[src/rtl/adc_sequencer.sv]
// adc_sequencer: SPI-style front end for a 12-bit serial ADC that delivers
// 16-bit frames, MSB first.
//
// The block drops CS, clocks out 16 SCLK periods and captures SDATA on each
// SCLK rising edge. It then presents the frame on b_reg/data_Out with a
// valid/overrun handshake and keeps CS high for a guaranteed quiet gap.
// Frames start on a level enable (continuous mode) or on a single start pulse.
// A start pulse that arrives while a frame is in progress is remembered.
//
// Ports
//   clk          system clock, rising edge
//   reset        asynchronous active-low reset
//   en           continuous-conversion enable (level)
//   start        single-conversion request (one-clk pulse)
//   rd_ack       consumer acknowledge; clears valid/overrun
//   SDATA        serial data from ADC (changes on SCLK falling edges)
//   SCLK, CS     registered serial clock (idles high) and chip select (active low)
//   busy         state is not IDLE
//   rx_done_tick one-clk pulse in the cycle a frame is delivered
//   b_reg        last complete 16-bit frame
//   data_Out     b_reg[11:4], the 8 MSBs of the 12-bit sample
//   valid        unread sample present
//   overrun      sticky: a sample was overwritten while still unread
`timescale 1ns/1ps

module adc_sequencer #(
    parameter int SCLK_HALF = 4,   // clk cycles per SCLK half-period, 2..255
    parameter int QUIET_CYC = 8    // clk cycles in QUIET, 1..255
) (
    input  logic        clk,
    input  logic        reset,
    input  logic        en,
    input  logic        start,
    input  logic        rd_ack,
    input  logic        SDATA,
    output logic        SCLK,
    output logic        CS,
    output logic        busy,
    output logic        rx_done_tick,
    output logic [15:0] b_reg,
    output logic [7:0]  data_Out,
    output logic        valid,
    output logic        overrun
);

    typedef enum logic [1:0] {IDLE, FRAME, DONE, QUIET} state_t;

    localparam logic [7:0] DIV_LAST = 8'(SCLK_HALF - 1);
    localparam logic [7:0] Q_LAST   = 8'(QUIET_CYC - 1);

    state_t      r_state;
    logic [7:0]  r_div;
    logic [4:0]  r_edge;
    logic [7:0]  r_quiet;
    logic [15:0] r_shift;
    logic        r_start_pend;

    logic        w_quiet_end;
    logic        w_enter;
    logic        w_sclk_rise;
    logic [15:0] w_shift_nx;

    always_comb begin
        w_quiet_end = (r_quiet == Q_LAST);
        // Single place that decides a new frame begins, from IDLE or at QUIET end.
        w_enter = ((r_state == IDLE)  && (en || start || r_start_pend)) ||
                  ((r_state == QUIET) && w_quiet_end && (en || r_start_pend));
        // SCLK is currently low and the divider wraps: this edge drives it high.
        w_sclk_rise = (r_state == FRAME) && (r_div == DIV_LAST) && !SCLK;
        w_shift_nx  = {r_shift[14:0], SDATA};
    end

    assign busy = (r_state != IDLE);

    always_ff @(posedge clk or negedge reset) begin
        if (!reset) begin
            r_state      <= IDLE;
            r_div        <= '0;
            r_edge       <= '0;
            r_quiet      <= '0;
            r_shift      <= '0;
            r_start_pend <= 1'b0;
            SCLK         <= 1'b1;
            CS           <= 1'b1;
            rx_done_tick <= 1'b0;
            b_reg        <= '0;
            data_Out     <= '0;
            valid        <= 1'b0;
            overrun      <= 1'b0;
        end else begin
            rx_done_tick <= 1'b0;

            // In the DONE cycle a fresh sample was just posted; an ack seen
            // there belongs to the old sample and must not clear the new one.
            if (rd_ack && (r_state != DONE)) begin
                valid   <= 1'b0;
                overrun <= 1'b0;
            end

            if (start && (r_state != IDLE))
                r_start_pend <= 1'b1;

            case (r_state)
                IDLE: ;
                FRAME: begin
                    if (r_div == DIV_LAST) begin
                        r_div <= '0;
                        SCLK  <= ~SCLK;
                    end else begin
                        r_div <= r_div + 8'd1;
                    end
                    if (w_sclk_rise) begin
                        r_shift <= w_shift_nx;
                        r_edge  <= r_edge + 5'd1;
                        if (r_edge == 5'd15) begin
                            // 16th rising edge: close CS and post the frame so it
                            // is already on b_reg while rx_done_tick is high.
                            r_state      <= DONE;
                            CS           <= 1'b1;
                            rx_done_tick <= 1'b1;
                            b_reg        <= w_shift_nx;
                            data_Out     <= w_shift_nx[11:4];
                            valid        <= 1'b1;
                            if (valid && !rd_ack)
                                overrun <= 1'b1;
                        end
                    end
                end
                DONE: begin
                    r_state <= QUIET;
                    r_quiet <= '0;
                end
                QUIET: begin
                    if (w_quiet_end)
                        r_state <= IDLE;
                    else
                        r_quiet <= r_quiet + 8'd1;
                end
                default: r_state <= IDLE;
            endcase

            // Frame entry overrides the per-state updates above.
            if (w_enter) begin
                r_state      <= FRAME;
                CS           <= 1'b0;
                SCLK         <= 1'b1;
                r_div        <= '0;
                r_edge       <= '0;
                r_start_pend <= 1'b0;
            end
        end
    end

endmodule

[config.mk]
export PLATFORM = sky130hd
export DESIGN_NAME = adc_sequencer
export DESIGN_NICKNAME = d
export VERILOG_FILES = /design/src/rtl/adc_sequencer.sv
export SDC_FILE = /design/constraint.sdc
export NUM_CORES = 1
export LEC_CHECK = 0
export CORE_MARGIN = 4
export CORE_UTILIZATION = 57
export CTS_BUF_LIST = sky130_fd_sc_hd__clkbuf_4
export DETAILED_ROUTE_END_ITERATION = 7
export GPL_ROUTABILITY_DRIVEN = 0
export GPL_TIMING_DRIVEN = 0
export PLACE_DENSITY_LB_ADDON = 0.1
export SLEW_MARGIN = 20
export SYNTH_ARGS = -nofsm -noshare
export SYNTH_HDL_FRONTEND = slang
export SYNTH_SLANG_ARGS = --single-unit
[constraint.sdc]
create_clock -name clk -period 3.05 [get_ports clk]
set_input_delay 0.305 -clock clk [delete_from_list [all_inputs] [get_ports clk]]
set_output_delay 0.305 -clock clk [all_outputs]
set_load 0.02 [all_outputs]
[Word level (Yosys, flattened, before mapping)]
Index checks and enable logic that the tools add are counted.
Storage, ports and cells
  flip-flop bits (word level): 68
  bits of input ports: 6
  output and inout bits: 30
  word-level logic and storage cells: 92
Cells by class
  add/sub/neg operators: 3
  eq/ne operators: 11
  mux-type cells: 34
  bitwise gates (word level): 1
  reductions and logical operators: 30
Operator list (count)
  $mux 8: 4
  $mux 1: 21
  $add 8x1->8 const B: 2
  $pmux 8 s2: 1
  $mux 5: 3
  $reduce_bool 2->1: 7
  $eq 8x2->1 const B: 1
  $eq 8x3->1 const B: 1
  $logic_and 1x1->1: 8
  $mux 2: 4
  $reduce_and 2->1: 4
  $ne 3x3->1 const B: 2
  $pmux 2 s3: 1
  $reduce_and 3->1: 2
  $add 5x1->5 const B: 1
  $eq 5x4->1 const B: 1
  $eq 2x2->1 const B: 2
  $logic_or 1x1->1: 4
  $ne 2x2->1 const B: 2
  $reduce_and 4->1: 1
  $reduce_bool 4->1: 1
  $ne 3x2->1 const B: 1
  $eq 2x1->1 const B: 1
  $logic_not 1->1: 2
  other kinds (2): 2

[Longest topological paths before layout]
  word-level depth: 7
  depth in mapped cells: 8
  mapped depth without buffers: 6

[Worst setup path before layout]
OpenSTA, ideal clock, no wires.
  kind: reg-to-reg
  from: reg r_div[0]
  to: reg r_edge[3]
  setup time: 0.073 ns
  data arrival time: 2.102 ns
  path slack: 0.875 ns
  stages on the path, launching flop included: 6
  buffers on the path: 0
  period minus slack after synthesis: 2.175 ns
  cell sequence: dfrtp_1 ha_1 or4b_4 or4_4 or3_1 a21oi_2
On the way
  longest elaborated chain between the ends: 5
Ends and longest elaborated chain
  from (decl): line 52  | logic [7:0] r_div;
  from (signal assigned): line 110  | r_div <= r_div + 8'd1;
  $eq 8x2->1: line 69  | w_sclk_rise = (r_state == FRAME) && (r_div == DIV_LAST) && !SCLK;
  $logic_and 1x1->1 (2 in series): line 69
  $reduce_bool 2->1 (no source line)
  $reduce_and 2->1 (no source line)
  to (signal assigned): line 114  | r_edge <= r_edge + 5'd1;
  to (decl): line 53  | logic [4:0] r_edge;
No other way between the ends.
A chain may end at the register's enable or synchronous reset.

[Final worst setup path]
  from: reg r_state[1]
  to: reg b_reg[1]
On the way
  longest elaborated chain between the ends: 4
Ends and longest elaborated chain
  from (decl): line 51  | state_t r_state;
  from (signal assigned): line 77  | r_state <= IDLE;
  from (signal assigned): line 118  | r_state <= DONE;
  from (signal assigned): line 130  | r_state <= QUIET;
  $eq 2x1->1 (*): line 69, 103
  $logic_and 1x1->1 (2 in series): line 69
  $reduce_and 3->1 (no source line) (*)
  to (signal assigned): line 121  | b_reg <= w_shift_nx;
  to (decl): line 40  | output logic [15:0] b_reg,
Every way passes the cells marked *; elsewhere a longest branch is shown, timed or not.

==> impl_metrics.yaml <==
clocking:
  cts_root_buffer: "clkbuf_4"
  cts_buffers: 9
  cts_resized: 0
  clk_latency_ps: 380
  clk_pin_slew_ps: 100
  cts_sinks: 60
  cts_tree: "built"
  cts_max_path_buffers: 2
  h-tree-depth: 3
global_route:
  grt.total_usage_pct: 18.09
  grt_pass1_vias: 1958
  grt_pass1_wl_mm: 8.776
  grt_overflow: 0
  grtUsageMet2_pct: 29.63
  use_met1_pct: 22.74
  antenna_found_initial: 0
  grt.met3_usage_pct: 4.014
  grt_max_degree: 50
  grt_busiest_layer: "met2"
synth:
  synthesis.nets: 255
  synthFlopType: "dfrtp_1"
  avgSynthCellArea_um2: 11.83
  ys_seq_elements: 60
  synthDistinctLibCells: 48
  yosysSeqAreaShare_pct: 52.95
  async_flop_share_pct: 100.0
  yosys_warnings: 0
  syn_inst: 240
  synth_top_cell_by_area: "dfrtp_1"
  syn_area_mm2: 0.002840
  synth_common_cells: "dfrtp_1 (58), mux2_2 (23), nor2_1 (19)"
  synth_top_area_share_pct: 51.10
  yosys-top-cells-area: "dfrtp_1 (51%), mux2_2 (9.1%), ha_1 (4.0%)"
  synth_enable_flop_cells: 0
  synth.most_common_cell: "dfrtp_1"
power:
  ir_drop_mv: 0.2860
  leakagePower_nw: 1.598
  power.density_mw_per_mm2: 372.8
route:
  drc: 0
  first_pass_iters: 4
  via_per_inst: 5.422
  vias: 1952
  ant_nets: 0
  drt_iter0_drc: 60
  finalWirelength_mm: 4.853
  wl_per_cell_um: 13.48
sta:
  finalSetupViolations: 0
  final_hold_viol_count: 0
  worst_pin_slew_ps: 645.9
  fin_skew_ps: 11.38
  layout_min_cycle_time_ps: 2472
  final.setup.tns_ps: 0
  period_share_pct: 81.04
  holdWs_ps: 302.2
  maxSlewHeadroom_pct: 56.47
  slew_violations: 0
  max_freq_mhz: 404.6
  rsz0062_at_grt: "false"
critical_path:
  cp-end-kind: "flop"
  worstSetupPathType: "flop to flop"
  worstPathArrival_ps: 2740
  r2r_cells: 8
  critPathRequiredTime_ps: 3310
  worstPathMaxFanout: 10
  cp-start-kind: "flop"
run:
  drv_cap: 0
layout:
  largest_reg_flops: 16
  fin_cells: 360
  syn2layout_area_growth_pct: 20.35
  diodes: 0
  fin_util_pct: 71.42
  drive_above_1_share_pct: 20.14
  nNetsFinal: 303
  num-fill-cells: 353
  stdcell_area_mm2: 0.003418
floorplanning:
  io_pins: 36
  die_y_um: 78.59
  initial_core_util_pct: 59.35
  fp.dieW_um: 78.59
  die_area_mm2: 0.006176
  core_mm2: 0.004786
  rows: 25
worst_hold_path:
  min-delay-path-class: "input pin to asynchronous set/reset pin"
place:
  portBuffers: 35
  dp_hpwl_mm: 3.484
  place_area_mm2: 0.003299
  dp_cells: 343
run_status:
  status: "finished clean"
-- cell type report --
| type | count | area [µm²] | share of cell area (%) |
|---|---|---|---|
| plain buffers | 16 | 101.3 | 2.965 |
| clock buffers | 12 | 90.09 | 2.635 |
| clock inverters | 4 | 18.77 | 0.5490 |
| inverters | 8 | 30.03 | 0.8785 |
| multi-input cells | 156 | 1205 | 35.25 |
| flip-flops and latches | 60 | 1504 | 44.00 |
| well taps | 67 | 83.83 | 2.452 |
| repair buffers | 37 | 385.4 | 11.27 |
-- critical path, stage by stage, from the launching register on --
cell	delay, ps
dfrtp_1	420
inv_1	120
ha_1	150
clkbuf_1	270
inv_1	220
nor4_4	420
nand2_2	240
buf_6	210
mux2_1	310
-- cells in the final DEF (no fill, tap or decap), types with 6 or more instances in the layout --
master,instances
dfrtp_1,58
clkdlybuf4s50_1,34
mux2_2,23
nor2_1,19
nand2_1,15
clkbuf_4,12
ha_1,9
buf_4,9
inv_1,8
xnor2_1,8
mux2_1,8
a21oi_1,6
-- cells by family (layout without fill, tap and decap cells) --
| family | count (synthesis) | after routing | synth area share [%] |
|---|---|---|---|
| simple gates | 68 | 68 | 13.13 |
| mux | 34 | 34 | 13.35 |
| flops | 60 | 60 | 52.95 |
| compound gates | 33 | 33 | 8.282 |
| fa+ha+maj | 9 | 9 | 3.965 |
| buf+inv | 24 | 77 | 4.625 |
| xor+xnor | 12 | 12 | 3.700 |
-- routing by layer --
metal,part of all wire [%],up-vias
met2,48,46
li1,-,944
met1,47,955
met4,1.7,0
met5,0,-
met3,3.4,7
-- stage by stage --
step / setup slack, ps / power (mW)
4_1_cts: 544.4 / 1.296
6_report: 578.2 / 1.274
5_1_grt: 365.7 / 1.340
3_3_place_gp: -208.4 / 0.8375
3_5_place_dp: 549.8 / 0.8415
2_1_floorplan: 875.0 / 0.8133
-- power by group --
group          total, mW  switching [mW]  internal (mW)
Combinational     0.0294          0.0179         0.0114
Sequential         0.796        0.000334          0.796
Clock              0.449           0.261          0.188
-- final timing paths --
kind                                  from         to  slack (ps)
worst max register to register  r_state[1]   b_reg[1]         580
worst min-delay path                 reset  b_reg[12]         300
max in group asynchronous            reset       SCLK        2210
min in group clk                  b_reg[3]   b_reg[3]         500
worst max-delay path            r_state[1]   b_reg[1]         580
worst min register to register    b_reg[3]   b_reg[3]         500
-- timing repair --
action | CTS | global route
hold buffers | 1 | 0
setup buffers | 0 | 0
hold endpoints to repair | 11 | 0
Power figures use the tool's default switching activity.
